==> src/rtl/mem_bus_arbiter_if.sv <==
// Bundle of both requester ports plus the memory-side bus, indexed [0]=cpu, [1]=loader/debug.
// The arbiter uses the slave view; requesters and memory model use the master view.
interface mem_bus_arbiter_if #(
   parameter int AW = 32,
   parameter int DW = 32
);
   logic [1:0]         req;
   logic [1:0]         rw;
   logic [1:0][AW-1:0] addr;
   logic [1:0][DW-1:0] wdata;
   logic [1:0]         gnt;
   logic [1:0]         done;
   logic [1:0]         err;
   logic [1:0][DW-1:0] rdata;

   logic               mem_sel;
   logic               mem_rw;
   logic [AW-1:0]      mem_addr;
   logic [DW-1:0]      mem_wdata;
   logic [DW-1:0]      mem_rdata;
   logic               mem_ready;
   logic               busy;

   modport slave (
      input  req, rw, addr, wdata, mem_rdata, mem_ready,
      output gnt, done, err, rdata, mem_sel, mem_rw, mem_addr, mem_wdata, busy
   );

   modport master (
      output req, rw, addr, wdata, mem_rdata, mem_ready,
      input  gnt, done, err, rdata, mem_sel, mem_rw, mem_addr, mem_wdata, busy
   );
endinterface

==> src/rtl/mem_bus_arbiter.sv <==
// Round-robin arbiter sharing one single-port memory bus between cpu (port 0) and
// loader/debug (port 1); one outstanding access, registered outputs, access timeout.
module mem_bus_arbiter #(
   parameter int AW      = 32,
   parameter int DW      = 32,
   parameter int TIMEOUT = 15
) (
   input  logic                clk_i,
   input  logic                rst_ni,
   mem_bus_arbiter_if.slave    bus
);

   localparam int CW = (TIMEOUT > 0) ? $clog2(TIMEOUT + 1) : 1;

   typedef enum logic [1:0] {
      IDLE   = 2'd0,
      ACCESS = 2'd1,
      RESP   = 2'd2
   } state_e;

   state_e             state_q, state_d;
   logic               last_q, last_d;
   logic               port_q, port_d;
   logic [CW-1:0]      cnt_q, cnt_d;
   logic [1:0]         gnt_q, gnt_d;
   logic [1:0]         done_q, done_d;
   logic [1:0]         err_q, err_d;
   logic [1:0][DW-1:0] rdata_q, rdata_d;
   logic               mem_sel_q, mem_sel_d;
   logic               mem_rw_q, mem_rw_d;
   logic [AW-1:0]      mem_addr_q, mem_addr_d;
   logic [DW-1:0]      mem_wdata_q, mem_wdata_d;

   logic               pick;
   logic               timeout_hit;

   // On contention the port not served last wins; otherwise the lone requester.
   assign pick        = (bus.req == 2'b11) ? ~last_q : bus.req[1];
   assign timeout_hit = (TIMEOUT != 0) && (cnt_q == CW'(TIMEOUT - 1));

   always_comb begin
      // NOTE: every next-state value defaults to its register so no path infers a latch.
      state_d     = state_q;
      last_d      = last_q;
      port_d      = port_q;
      cnt_d       = cnt_q;
      gnt_d       = gnt_q;
      done_d      = done_q;
      err_d       = err_q;
      rdata_d     = rdata_q;
      mem_sel_d   = mem_sel_q;
      mem_rw_d    = mem_rw_q;
      mem_addr_d  = mem_addr_q;
      mem_wdata_d = mem_wdata_q;

      case (state_q)
         IDLE: begin
            if (|bus.req) begin
               port_d       = pick;
               last_d       = pick;
               mem_rw_d     = bus.rw[pick];
               mem_addr_d   = bus.addr[pick];
               mem_wdata_d  = bus.wdata[pick];
               mem_sel_d    = 1'b1;
               gnt_d        = '0;
               gnt_d[pick]  = 1'b1;
               cnt_d        = '0;
               state_d      = ACCESS;
            end
         end

         ACCESS: begin
            // Ready takes priority over a timeout landing on the same edge.
            if (bus.mem_ready) begin
               if (mem_rw_q) rdata_d[port_q] = bus.mem_rdata;
               done_d[port_q] = 1'b1;
               mem_sel_d      = 1'b0;
               gnt_d          = '0;
               state_d        = RESP;
            end else if (timeout_hit) begin
               err_d[port_q]  = 1'b1;
               mem_sel_d      = 1'b0;
               gnt_d          = '0;
               state_d        = RESP;
            end else if (cnt_q != '1) begin
               cnt_d = cnt_q + CW'(1);
            end
         end

         RESP: begin
            done_d  = '0;
            err_d   = '0;
            state_d = IDLE;
         end

         default: state_d = IDLE;
      endcase
   end

   // NOTE: sequential state uses non-blocking assignments so all registers update together.
   always_ff @(posedge clk_i or negedge rst_ni) begin
      if (!rst_ni) begin
         state_q     <= IDLE;
         last_q      <= 1'b1;
         port_q      <= 1'b0;
         cnt_q       <= '0;
         gnt_q       <= '0;
         done_q      <= '0;
         err_q       <= '0;
         rdata_q     <= '0;
         mem_sel_q   <= 1'b0;
         mem_rw_q    <= 1'b0;
         mem_addr_q  <= '0;
         mem_wdata_q <= '0;
      end else begin
         state_q     <= state_d;
         last_q      <= last_d;
         port_q      <= port_d;
         cnt_q       <= cnt_d;
         gnt_q       <= gnt_d;
         done_q      <= done_d;
         err_q       <= err_d;
         rdata_q     <= rdata_d;
         mem_sel_q   <= mem_sel_d;
         mem_rw_q    <= mem_rw_d;
         mem_addr_q  <= mem_addr_d;
         mem_wdata_q <= mem_wdata_d;
      end
   end

   assign bus.gnt       = gnt_q;
   assign bus.done      = done_q;
   assign bus.err       = err_q;
   assign bus.rdata     = rdata_q;
   assign bus.mem_sel   = mem_sel_q;
   assign bus.mem_rw    = mem_rw_q;
   assign bus.mem_addr  = mem_addr_q;
   assign bus.mem_wdata = mem_wdata_q;
   assign bus.busy      = (state_q != IDLE);

endmodule

==> src/flat_wrapper.sv <==
// flat-port wrapper written by rule: the top's interface ports become plain ports
module mem_bus_arbiter_flat 
#(
   parameter int AW      = 32,
   parameter int DW      = 32,
   parameter int TIMEOUT = 15
)
  (clk_i, rst_ni, bus_req, bus_rw, bus_addr, bus_wdata, bus_mem_rdata, bus_mem_ready, bus_gnt, bus_done, bus_err, bus_rdata, bus_mem_sel, bus_mem_rw, bus_mem_addr, bus_mem_wdata, bus_busy);
  mem_bus_arbiter_if #(.AW(AW), .DW(DW)) bus_i ();
  input  logic clk_i;
  input  logic rst_ni;
  input wire logic [$bits(bus_i.req)-1:0] bus_req;
  input wire logic [$bits(bus_i.rw)-1:0] bus_rw;
  input wire logic [$bits(bus_i.addr)-1:0] bus_addr;
  input wire logic [$bits(bus_i.wdata)-1:0] bus_wdata;
  input wire logic [$bits(bus_i.mem_rdata)-1:0] bus_mem_rdata;
  input wire logic [$bits(bus_i.mem_ready)-1:0] bus_mem_ready;
  output wire logic [$bits(bus_i.gnt)-1:0] bus_gnt;
  output wire logic [$bits(bus_i.done)-1:0] bus_done;
  output wire logic [$bits(bus_i.err)-1:0] bus_err;
  output wire logic [$bits(bus_i.rdata)-1:0] bus_rdata;
  output wire logic [$bits(bus_i.mem_sel)-1:0] bus_mem_sel;
  output wire logic [$bits(bus_i.mem_rw)-1:0] bus_mem_rw;
  output wire logic [$bits(bus_i.mem_addr)-1:0] bus_mem_addr;
  output wire logic [$bits(bus_i.mem_wdata)-1:0] bus_mem_wdata;
  output wire logic [$bits(bus_i.busy)-1:0] bus_busy;
  assign bus_i.req = bus_req;
  assign bus_i.rw = bus_rw;
  assign bus_i.addr = bus_addr;
  assign bus_i.wdata = bus_wdata;
  assign bus_i.mem_rdata = bus_mem_rdata;
  assign bus_i.mem_ready = bus_mem_ready;
  assign bus_gnt = bus_i.gnt;
  assign bus_done = bus_i.done;
  assign bus_err = bus_i.err;
  assign bus_rdata = bus_i.rdata;
  assign bus_mem_sel = bus_i.mem_sel;
  assign bus_mem_rw = bus_i.mem_rw;
  assign bus_mem_addr = bus_i.mem_addr;
  assign bus_mem_wdata = bus_i.mem_wdata;
  assign bus_busy = bus_i.busy;
  mem_bus_arbiter #(.AW(AW), .DW(DW), .TIMEOUT(TIMEOUT)) u_core (.clk_i(clk_i), .rst_ni(rst_ni), .bus(bus_i));
endmodule
==> config.mk <==
export PLATFORM = sky130hd
export DESIGN_NAME = mem_bus_arbiter_flat
export DESIGN_NICKNAME = d
export VERILOG_FILES = /design/src/rtl/mem_bus_arbiter_if.sv /design/src/rtl/mem_bus_arbiter.sv /design/src/flat_wrapper.sv
export SDC_FILE = /design/constraint.sdc
export NUM_CORES = 1
export LEC_CHECK = 0
export BUFFER_PORTS_ARGS = -buffer_cell sky130_fd_sc_hd__clkbuf_2
export CORE_MARGIN = 1
export CORE_UTILIZATION = 35
export CTS_BUF_LIST = sky130_fd_sc_hd__clkbuf_4
export DETAILED_ROUTE_END_ITERATION = 12
export PLACE_DENSITY = 0.69
export SYNTH_ARGS = -nofsm -noshare
export SYNTH_HDL_FRONTEND = slang
export SYNTH_SLANG_ARGS = --single-unit
==> constraint.sdc <==
create_clock -name clk_i -period 1.9 [get_ports clk_i]
set_input_delay 0 -clock clk_i [delete_from_list [all_inputs] [get_ports clk_i]]
set_output_delay 0 -clock clk_i [all_outputs]
set_load 0.05 [all_outputs]
==> out/qor.txt <==
Vias per cell - 4.90
Clk_skew - 0.0160 ns
Final count of pins violating max slew - 0
Standard cell area after detailed placement - 8170 um^2
DRC viols - 0
ANT nets after route - 0
Worst IR Drop VDD - 0.00143 V
Post-route cell area - 10200 um^2
Iteration-0 DRC count of the detailed router - 216
CTS H-tree depth - 4
Number of nets in the layout - 1145
Initial Util - 0.362
Final design utilization - 0.584
Reg-to-reg setup timing slack - 0.06 ns
Height of the die - 136 um
Total global routing track utilization - 0.228
Fraction of layout cells with a size suffix above 1 - 0.435
Root Buffer - clkbuf_4
Sort of element at the start of the critical path - register
Number of placed I/O pins - 304
Routed Wire Length - 21000 um
Critical path arrival - 2.23 ns
Most instantiated flip-flop cell in the synthesis netlist - dfrtp_1
Flop and latch count out of synthesis - 144
Worst Path Max Fanout - 7
Insertion delay to the later sink of the worst-skew pair - 0.53 ns
Number of CTS-inserted buffers - 17
Clock tree from TritonCTS - built
Setup repair after global routing missed its margin - false
Clock-pin slew on the worst setup and hold paths - 0.14 ns
Pin slew with the least headroom to its limit - 0.538 ns
R2r startpoint - u_core.last_q
Final critical-path required period - 1.84 ns
Worst min path class - input pin to register
Synth warnings - 0
Maximum number of pins on one net before global-route repair - 53
First-pass iteration count of the detailed router - 5
Cell type contributing the most total cell area after synthesis - dfrtp_1
Horizontal extent of the die - 136 um
Via count of the routed design - 5952
Hold violation count in the final report - 0
Gpl congestion - 0.758
Buffers on Ports - 303
Total half-perimeter wirelength after legalization and detailed placement - 12500 um
Final Setup Violations - 0
Power density normalized to cell area - 1730 nW/um^2
Worst Path Required - 2.29 ns
Mean Syn Cell Area - 12.6 um^2
Synth-to-layout area growth - 61.6%
Core region area - 17400 um^2
Total gr overflow - 0
Number of synthesized flops with an enable pin - 0
Clock Tree Buf Depth - 2
Full die area - 18500 um^2
Cell row count - 48
Setup tns final - 0 ns
First-pass GRT wire length - 32300 um
Normalized max-slew margin - 0.640
Type of destination of the critical path - register
Leading post-synthesis cells by cell area - dfrtp_1, o21ai_0, mux2i_1, mux2_4, mux2_2
Netlist area before placement - 6300 um^2
Leakage power - 0.00516 uW
Number of antenna violations at the first check in global routing - 1
Synth unique cells - 36
Post-Syn Instances - 498
Startpoint-to-endpoint class of the critical path - register to register
Worst hold endpoint - u_core.bus.rdata[60]
Cell count of the worst reg-to-reg path - 5
Cell count of the worst hold path - 3
Origin of the worst min-delay path - bus_mem_rdata[28]
Worst R2R End - u_core.bus.mem_wdata[23]
Max Fclk - 0.543 GHz
Result of the run - complete, no violations
Sequential-to-total area share from yosys stat - 0.572
Num Clock Sinks - 144
Via count of the first global-routing pass - 6281
Final cycle utilization of the critical path - 0.969
Wirelength per Cell - 17.3 um
Pwr Total - 17600 uW
Number of max-capacitance violations reported - 0
Area share of the largest cell type after synthesis - 0.568
Synthesized net count - 667
Proportion of synthesized flip-flops having asynchronous set or reset - 1.00
[critical path, stage by stage, from the launching register on]
cell	delay, ns
dfstp_2	0.57
a21bo_4	0.14
buf_4	0.18
mux2i_1	0.18
dlygate4sd3_1	0.55
o21ai_0	0.09
[per-stage QoR]
stage / setup slack (ns) / hold slack, ns / cells
floorplan: 0.153 / -0.296 / 498
global placement: 0.218 / -0.0134 / 1012
detailed placement: 0.178 / -0.0138 / 1012
CTS: 0.0151 / 0.178 / 1212
global route: 0.00759 / 0.194 / 1215
finish: 0.0593 / 0.249 / 1215
[synthesized netlist by cell type, types with 4 or more instances]
| cell type | number |
|---|---|
| mux2_1 | 5 |
| inv_1 | 4 |
| mux2_2 | 31 |
| nand2_1 | 5 |
| buf_4 | 5 |
| nor2_1 | 5 |
| clkbuf_1 | 21 |
| o21ai_0 | 134 |
| buf_2 | 9 |
| mux2_4 | 30 |
| mux2i_1 | 65 |
| a31oi_1 | 5 |
| dfrtp_1 | 143 |
[layer usage]
metal  wire (um)  vias to the layer above  track usage
li1            -                     2760            -
met1        8430                     2807        0.266
met2       10200                      334        0.385
met3        1710                       51       0.0626
met4         639                        0        0.111
met5           0                        -            0
[timing repair]
| action | CTS | global route |
|---|---|---|
| hold endpoints to repair | 286 | 0 |
| setup buffers | 0 | 2 |
| resized for setup | 4 | 1 |
| hold buffers | 168 | 0 |
| endpoints found under the setup margin | 1 | 1 |
[registers in the layout, summed over array words and instances (netlist names)]
register	count
u_core.port_q	1
u_core.bus.rdata	64
u_core.bus.mem_rw	1
u_core.state_q	2
u_core.bus.err	2
u_core.bus.mem_addr	32
u_core.bus.gnt	2
u_core.bus.mem_sel	1
u_core.bus.mem_wdata	32
u_core.cnt_q	4
u_core.bus.done	2
u_core.last_q	1
[cell usage in the layout (no fill, tap or decap), drive strengths merged, types with 2 or more instances in the layout]
cell         instances
inv                 11
ha                   2
o21ai              138
clkinvlp             5
dfrtp              143
nand2                5
nor2b                2
nand3b               2
buf                 27
mux2i               65
a32o                 2
mux2                66
a31oi                5
a21oi                3
dlygate4sd3        168
and3                 2
clkbuf             319
nor2                 6
nor3b                2
nand4                3
clkinv               2
[report_power, final]
part	internal, uW	switching [uW]	total [uW]
clock	685	1260	1950
combinational	2860	7380	10200
sequential	4530	880	5410
[layout make-up]
type / count / area [um^2]
Inverter: 4 / 15.0
Clock buffer: 17 / 128
Fill cell: 1417 / 7240
Timing Repair Buffer: 497 / 3490
Multi-Input combinational cell: 312 / 2510
Clock inverter: 15 / 146
Antenna cell: 1 / 2.50
Tap cell: 225 / 282
Sequential cell: 144 / 3610
[worst max-delay path by stage]
stage / slack [ns] / depth (start not counted) / endpoint / startpoint
2_1_floorplan: 0.15 / 7 / u_core.bus.mem_wdata[22] / u_core.state_q[0]
3_3_place_gp: 0.22 / 4 / u_core.bus.rdata[0] / u_core.state_q[1]
3_5_place_dp: 0.18 / 4 / u_core.bus.rdata[0] / u_core.state_q[1]
4_1_cts: 0.02 / 4 / bus_busy / u_core.state_q[1]
5_1_grt: 0.008 / 4 / bus_busy / u_core.state_q[1]
6_report: 0.06 / 5 / u_core.bus.mem_wdata[23] / u_core.last_q
[logic make-up (layout without fill, tap and decap cells)]
group / count (synthesis) / count (layout) / share of synthesized area
simple gates: 27 / 27 / 0.0248
compound gates: 152 / 152 / 0.126
flops: 144 / 144 / 0.572
mux: 131 / 131 / 0.239
buf+inv: 42 / 533 / 0.0334
other cells: 0 / 1 / 0
fa+ha+maj: 2 / 2 / 0.00397
Note: power is estimated with default switching activity, not from simulation.
